`src/rtl/mux_alu_pkg.sv`:
```
// ============================================================================
// mux_alu_pkg : function codes and FSM state encoding for mux_alu_arbiter
// Revision    : 1.0
// ============================================================================
`default_nettype none

package mux_alu_pkg;

    localparam logic [1:0] FN_AND  = 2'b00;
    localparam logic [1:0] FN_OR   = 2'b01;
    localparam logic [1:0] FN_XOR  = 2'b10;
    localparam logic [1:0] FN_NAND = 2'b11;

    typedef enum logic [1:0] {
        IDLE  = 2'd0,
        GRANT = 2'd1,
        EXEC  = 2'd2
    } state_t;

endpackage

`default_nettype wire

```
`src/rtl/mux_logic_unit.sv`:
```
// ============================================================================
// mux_logic_unit : bitwise AND/OR/XOR/NAND built only from 2:1 muxes
// Revision       : 1.0
// ============================================================================
`default_nettype none

module mux_logic_unit
    import mux_alu_pkg::*;
#(
    parameter int W = 8
) (
    input  logic [W-1:0] a,
    input  logic [W-1:0] b,
    input  logic [1:0]   fn,
    output logic [W-1:0] y
);

    // Per bit: fn picks the (in0, in1) data pair, then bit a selects between them.
    for (genvar i = 0; i < W; i++) begin : g_bit
        logic w_nb;
        logic w_in0_lo;
        logic w_in0_hi;
        logic w_in0;
        logic w_in1_lo;
        logic w_in1;

        assign w_nb     = ~b[i];
        assign w_in0_lo = fn[0] ? b[i]  : 1'b0;
        assign w_in0_hi = fn[0] ? 1'b1  : b[i];
        assign w_in0    = fn[1] ? w_in0_hi : w_in0_lo;
        assign w_in1_lo = fn[0] ? 1'b1  : b[i];
        assign w_in1    = fn[1] ? w_nb  : w_in1_lo;
        assign y[i]     = a[i]  ? w_in1 : w_in0;
    end

endmodule

`default_nettype wire

```
`src/rtl/mux_alu_arbiter.sv`:
```
// ============================================================================
// mux_alu_arbiter : round-robin sharing of one mux logic unit among NREQ users
// Revision        : 1.0
// ============================================================================
`default_nettype none

module mux_alu_arbiter
    import mux_alu_pkg::*;
#(
    parameter  int NREQ = 4,
    parameter  int W    = 8,
    localparam int IDW  = $clog2(NREQ)
) (
    input  logic              clk,
    input  logic              rst_n,
    input  logic [NREQ-1:0]   req,
    input  logic [NREQ*W-1:0] op_a,
    input  logic [NREQ*W-1:0] op_b,
    input  logic [NREQ*2-1:0] fn,
    output logic [NREQ-1:0]   gnt,
    output logic              busy,
    output logic              res_valid,
    output logic [IDW-1:0]    res_id,
    output logic [W-1:0]      res
);

    state_t         r_state;
    state_t         w_state_nx;
    logic [IDW-1:0] r_ptr;
    logic [IDW-1:0] r_cur_id;
    logic [W-1:0]   r_a;
    logic [W-1:0]   r_b;
    logic [1:0]     r_fn;
    logic [IDW-1:0] w_sel_id;
    logic [IDW-1:0] w_idx;
    logic           w_found;
    logic [W-1:0]   w_y;

    // NREQ is a power of two, so IDW-bit addition wraps the scan for free.
    always_comb begin
        w_sel_id = '0;
        w_idx    = '0;
        w_found  = 1'b0;
        for (int k = 0; k < NREQ; k++) begin
            w_idx = r_ptr + IDW'(k);
            if (!w_found && req[w_idx]) begin
                w_sel_id = w_idx;
                w_found  = 1'b1;
            end
        end
    end

    mux_logic_unit #(.W(W)) u_lu (
        .a  (r_a),
        .b  (r_b),
        .fn (r_fn),
        .y  (w_y)
    );

    always_ff @(posedge clk or negedge rst_n) begin
        if (!rst_n) begin
            r_state <= IDLE;
        end else begin
            r_state <= w_state_nx;
        end
    end

    always_comb begin
        w_state_nx = r_state;
        gnt        = '0;
        busy       = 1'b0;
        case (r_state)
            IDLE: begin
                if (|req) begin
                    w_state_nx = GRANT;
                end
            end
            GRANT: begin
                gnt[r_cur_id] = 1'b1;
                busy          = 1'b1;
                w_state_nx    = EXEC;
            end
            EXEC: begin
                busy       = 1'b1;
                w_state_nx = IDLE;
            end
            default: begin
                w_state_nx = IDLE;
            end
        endcase
    end

    always_ff @(posedge clk or negedge rst_n) begin
        if (!rst_n) begin
            r_ptr     <= '0;
            r_cur_id  <= '0;
            r_a       <= '0;
            r_b       <= '0;
            r_fn      <= '0;
            res       <= '0;
            res_id    <= '0;
            res_valid <= 1'b0;
        end else begin
            res_valid <= 1'b0;
            if (r_state == IDLE && |req) begin
                r_cur_id <= w_sel_id;
                r_a      <= op_a[w_sel_id*W +: W];
                r_b      <= op_b[w_sel_id*W +: W];
                r_fn     <= fn[w_sel_id*2 +: 2];
            end
            // ptr only advances on completion, so an aborted op leaves fairness untouched.
            if (r_state == EXEC) begin
                res       <= w_y;
                res_id    <= r_cur_id;
                res_valid <= 1'b1;
                r_ptr     <= r_cur_id + IDW'(1);
            end
        end
    end

endmodule

`default_nettype wire
```
`config.mk`:
```
export PLATFORM = sky130hd
export DESIGN_NAME = mux_alu_arbiter
export DESIGN_NICKNAME = d
export VERILOG_FILES = /design/src/rtl/mux_alu_pkg.sv /design/src/rtl/mux_logic_unit.sv /design/src/rtl/mux_alu_arbiter.sv
export SDC_FILE = /design/constraint.sdc
export NUM_CORES = 1
export LEC_CHECK = 0
export ABC_AREA = 1
export CORE_MARGIN = 1.5
export CORE_UTILIZATION = 51
export CTS_CLUSTER_DIAMETER = 150
export DETAILED_ROUTE_END_ITERATION = 16
export GPL_TIMING_DRIVEN = 0
export PLACE_DENSITY = 0.88
export SLEW_MARGIN = 20
export SYNTH_ARGS = -nofsm -noshare
export SYNTH_HDL_FRONTEND = slang
export SYNTH_HIERARCHICAL = 1
export SYNTH_SLANG_ARGS = --single-unit
```
`constraint.sdc`:
```
create_clock -name clk -period 3.5 [get_ports clk]
set_clock_uncertainty 0.1 [all_clocks]
set_input_delay 0.525 -clock clk [delete_from_list [all_inputs] [get_ports clk]]
set_output_delay 0.525 -clock clk [all_outputs]
set_load 0.1 [all_outputs]
```
* Word level (Yosys, flattened, before mapping)
Index checks and enable logic that the tools add are counted.
Widths: inputs -> output; s select.
** Word-level totals
- Flip-flop bits (word level) :: 35
- Input port bits :: 78
- Output and inout port bits :: 16
** Cells by class
- $add $sub $neg :: 4
- Order comparisons :: 6
- Equality and inequality tests :: 3
- Shift-type cells :: 3
- Muxes and demuxes :: 62
- Bitwise operators :: 8
- Reduce and logical (&&, ||, !) cells :: 11
** Operators with widths (number)
- $shiftx 32x6->8 :: 2
- $mux 1 :: 50
- $lt 2x3->1 const B :: 5
- $mux 2 :: 5
- $bmux 1 s2 :: 4
- $not 1->1 :: 8
- $shiftx 8x4->2 :: 1
- $logic_and 1x1->1 :: 5
- $add 2x1->2 const B :: 2
- $add 2x2->2 const B :: 2
- $mux 4 :: 1
- $pmux 2 s2 :: 1
- $reduce_or 4->1 :: 1
- $logic_not 1->1 :: 3
- $demux 1 s2 :: 1
- $eq 2x1->1 const B :: 1
- $eq 2x2->1 const B :: 1
- $ge 2x1->1 const B :: 1
- $logic_not 2->1 :: 1
- $ne 2x2->1 const B :: 1
- $reduce_or 2->1 :: 1

* Longest topological paths before layout
- Word-level depth :: 13
- Mapped depth :: 17
- Depth with buffers taken out :: 15

* Modules after synthesis
The synthesis kept the hierarchy.
** Modules (own cells, without submodules)
- mux_alu_arbiter :: instances 1, cells each 409, area an instance 2722.6 um^2
- mux_logic_unit :: instances 1, cells each 56, area an instance 262.8 um^2

* Worst setup path before layout
No wires, ideal clock.
- Path kind :: reg-to-output
- Start point :: reg r_state[1]
- End point :: out gnt[0]
- Arrival :: 1291 ps
- Required time :: 2875 ps
- Setup slack :: 1584 ps
- Stages on the path, launching flop included :: 5
- Buffers on the path :: 0
- Path through :: dfrtp_1 -> inv_1 -> ha_1 -> nand2_1 -> inv_1
** On the way
- Longest elaborated chain between the ends :: 2
** RTL lines
- start, declared :: RTL line mux_alu_arbiter.sv:27 : state_t r_state;
- start signal, assigned :: RTL line mux_alu_arbiter.sv:64 : r_state <= w_state_nx;
- $eq 2x1->1 :: RTL line mux_alu_arbiter.sv:72 : case (r_state)
- $mux 4 :: RTL line mux_alu_arbiter.sv:72
- end, declared :: RTL line mux_alu_arbiter.sv:20 : output logic [NREQ-1:0] gnt,
No other way between the ends.

* Worst setup path in the final report
- Start point :: reg r_state[1]
- End point :: out gnt[1]
Same word-level chain as after synthesis.

==> results.py <==
metrics = {
    "status": {
        "status": "finished, final reports clean",
    },
    "cts": {
        "clockRootBuffer": "clkbuf_8",
        "cts-htree-levels": 2,
        "clkLatencyLatePin_ns": 0.28,
        "post_cts_buffers": 0,
        "cts_buffer_depth": 2,
        "cts-buffers-inserted": 5,
        "ctsHoldBuffers": 0,
        "clk_pin_slew_ns": 0.06,
        "clock-sinks": 35,
        "cts_tree": "yes",
        "cts-resized-gates": 0,
    },
    "setup_path": {
        "cp.required_ns": 2.87,
        "reg2reg_depth": 12,
        "max_stage_delay_ns": 1.12,
        "critical_path.top_delay_family": "buffers and inverters",
        "end_kind": "primary output",
        "crit_path_max_fanout": 5,
        "crit-reg2reg-capture": "r_b[2]",
        "cp_common_cell": "inv_1",
        "r2r_slack_ns": 1.35,
        "crit_arrival_ns": 2.27,
        "path_cells": "inv_1, ha_1, nand2_1, inv_1, clkdlybuf4s50_1",
        "cp_num_buf_inv": 3,
        "critPathKind": "flop to primary output",
        "reg2reg_from": "r_ptr[0]",
        "slowest_stage": "clkdlybuf4s50_1",
        "cp-start-kind": "flop",
    },
    "timing": {
        "finalWorstSetupSlack_ns": 0.602,
        "fin_crit_sh_pct": 82.8,
        "rsz0062_at_grt": "false",
        "max_slew.worst_pin.slew_ns": 0.966,
        "setup_viol": 0,
        "finalHoldViolations": 0,
        "period_needed_ns": 2.90,
        "slew_headroom_pct": 35.4,
        "setup_tns_ns": 0,
        "slew_viol_final": 0,
        "fmax_mhz": 345,
    },
    "routing": {
        "drt-total-wl_um": 7190,
        "vias": 3107,
        "route.antenna.remaining_nets": 0,
        "drc": 0,
        "drt_pass1_iterations": 4,
        "top_layer": "met4",
        "wl_per_cell_um": 11.3,
        "wl_met3_um": 415,
        "detail_route.iter0.violations": 174,
        "wl_met2_um": 3600,
        "viasPerCell": 4.89,
        "met1Wirelength_um": 3080,
    },
    "synth": {
        "avgSynthCellArea_um2": 6.42,
        "yosysTopAreaCellShare_pct": 29.3,
        "syn_area_mm2": 0.00299,
        "seq_area_frac_synth_pct": 29.3,
        "synth_cells": 465,
        "syn_nets": 550,
        "synth_common_cells": "162 x nand2_1, 80 x inv_1, 64 x nand3_1, 35 x dfrtp_1, 22 x nor2_1",
        "synth_top_cell_by_area": "dfrtp_1",
        "ys_warn_count": 6,
        "synth_enable_flop_cells": 0,
        "ys.flop_type": "dfrtp_1",
        "yosysMostFrequentCell": "nand2_1",
        "async_flop_share_pct": 100,
        "ys_ff_latch": 35,
        "ys_types": 31,
        "synth.top_cells.by_area": "dfrtp_1 29%, nand2_1 20%, nand3_1 11%",
    },
    "finish": {
        "n_fill_cell": 459,
        "nets": 650,
        "drive_above_1_share_pct": 10.8,
        "areaGrowthSynthToFinish_pct": 36.5,
        "utilization_pct": 73.1,
        "num_antenna_cells": 0,
    },
    "global_route": {
        "grtUsageTotal_pct": 24.2,
        "grt_max_degree": 36,
        "grt_antenna_before_repair": 0,
        "grt_overflow_total": 0,
        "grt_pass1_vias": 2946,
        "grt_pass1_wl_um": 12300,
    },
    "run": {
        "maxCapViolations": 0,
    },
    "worst_hold_path": {
        "holdCritPathClass": "primary input to async pin",
    },
    "floorplanning": {
        "die_x_um": 79.5,
        "dieArea_mm2": 0.00632,
        "core-area_mm2": 0.00557,
        "row_count": 27,
        "initial_core_util_pct": 53.6,
        "die_y_um": 79.5,
        "ioPinCount": 94,
    },
    "pwr": {
        "power_density_mw_per_mm2": 1120,
        "p_leak_uw": 0.00226,
        "vdd_drop_max_mv": 0.675,
    },
    "place": {
        "io_buffer_count": 93,
        "gp_congestion": 0.945,
        "hpwl_um": 5850,
        "pre_cts_ws_ns": 0.868,
    },
}
-- cell type report --
cell class / instances / area (um2) / share of cell area [%]
sequential: 35 / 876 / 21.5
timing repair buffer: 93 / 926 / 22.7
tap: 72 / 90.1 / 2.21
buffer: 18 / 130 / 3.19
clock buffer: 6 / 72.6 / 1.78
multi-input combinational: 323 / 1630 / 40.0
inverter: 89 / 350 / 8.60
-- cells by family (layout without fill, tap and decap cells) --
logic type | count (synthesis) | after routing | synth area share (%)
AOI/OAI and AO/OA | 30 | 30 | 5.16
adders and majority gates | 7 | 7 | 2.93
buffers and inverters | 107 | 206 | 16.1
DFF | 35 | 35 | 29.3
and+or+nand+nor | 286 | 286 | 46.5
-- placed cells by master (no fill, tap or decap), types with 7 or more instances in the layout --
master           instances
buf_2                    8
nand2_2                  8
a21oi_1                  8
dfrtp_1                 35
nand3_2                 10
nand2_1                162
ha_1                     7
nor2_1                  22
o21ai_0                 18
nand2_4                  7
inv_1                   80
nand3_1                 64
clkdlybuf4s50_1         92
-- per-layer routing --
| metal | global-route usage [%] | vias up |
|---|---|---|
| li1 | - | 1611 |
| met1 | 30.0 | 1378 |
| met2 | 42.5 | 107 |
| met3 | 3.66 | 11 |
| met4 | 8.42 | 0 |
| met5 | 0 | - |
-- power breakdown --
group,internal [uW],total (uW),switching [uW]
Combinational,1170,3510,2340
Sequential,615,773,158
Clock,132,262,130
Total,1920,4540,2620
-- state kept, by name, summed over array words and instances (netlist names) --
register / cells
res_valid: 1
r_cur_id: 2
r_b: 8
r_state: 2
r_a: 8
res: 8
res_id: 2
r_fn: 2
r_ptr: 2
-- how the worst max path moves through the flow --
stage          startpoint     end  slack, ns  cells past startpoint
2_1_floorplan  r_state[1]  gnt[0]       1.58                      4
3_3_place_gp       req[2]  r_b[2]       0.94                     13
3_5_place_dp       req[2]  r_b[2]       0.87                     13
4_1_cts        r_state[1]  gnt[1]       0.60                      5
5_1_grt        r_state[1]  gnt[2]       0.48                      5
6_report       r_state[1]  gnt[1]       0.60                      5
-- metrics by stage --
stage | cells | power (uW) | hold WS [ns] | area [um2]
after floorplan | 465 | 3510 | 0.129 | 2990
after global placement | 630 | 4150 | 0.354 | 4010
after detailed placement | 630 | 4270 | 0.360 | 4000
after CTS | 636 | 4550 | 0.221 | 4070
after global routing | 636 | 4960 | 0.270 | 4070
final | 636 | 4540 | 0.202 | 4070
Note: power is estimated with default switching activity, not from simulation.
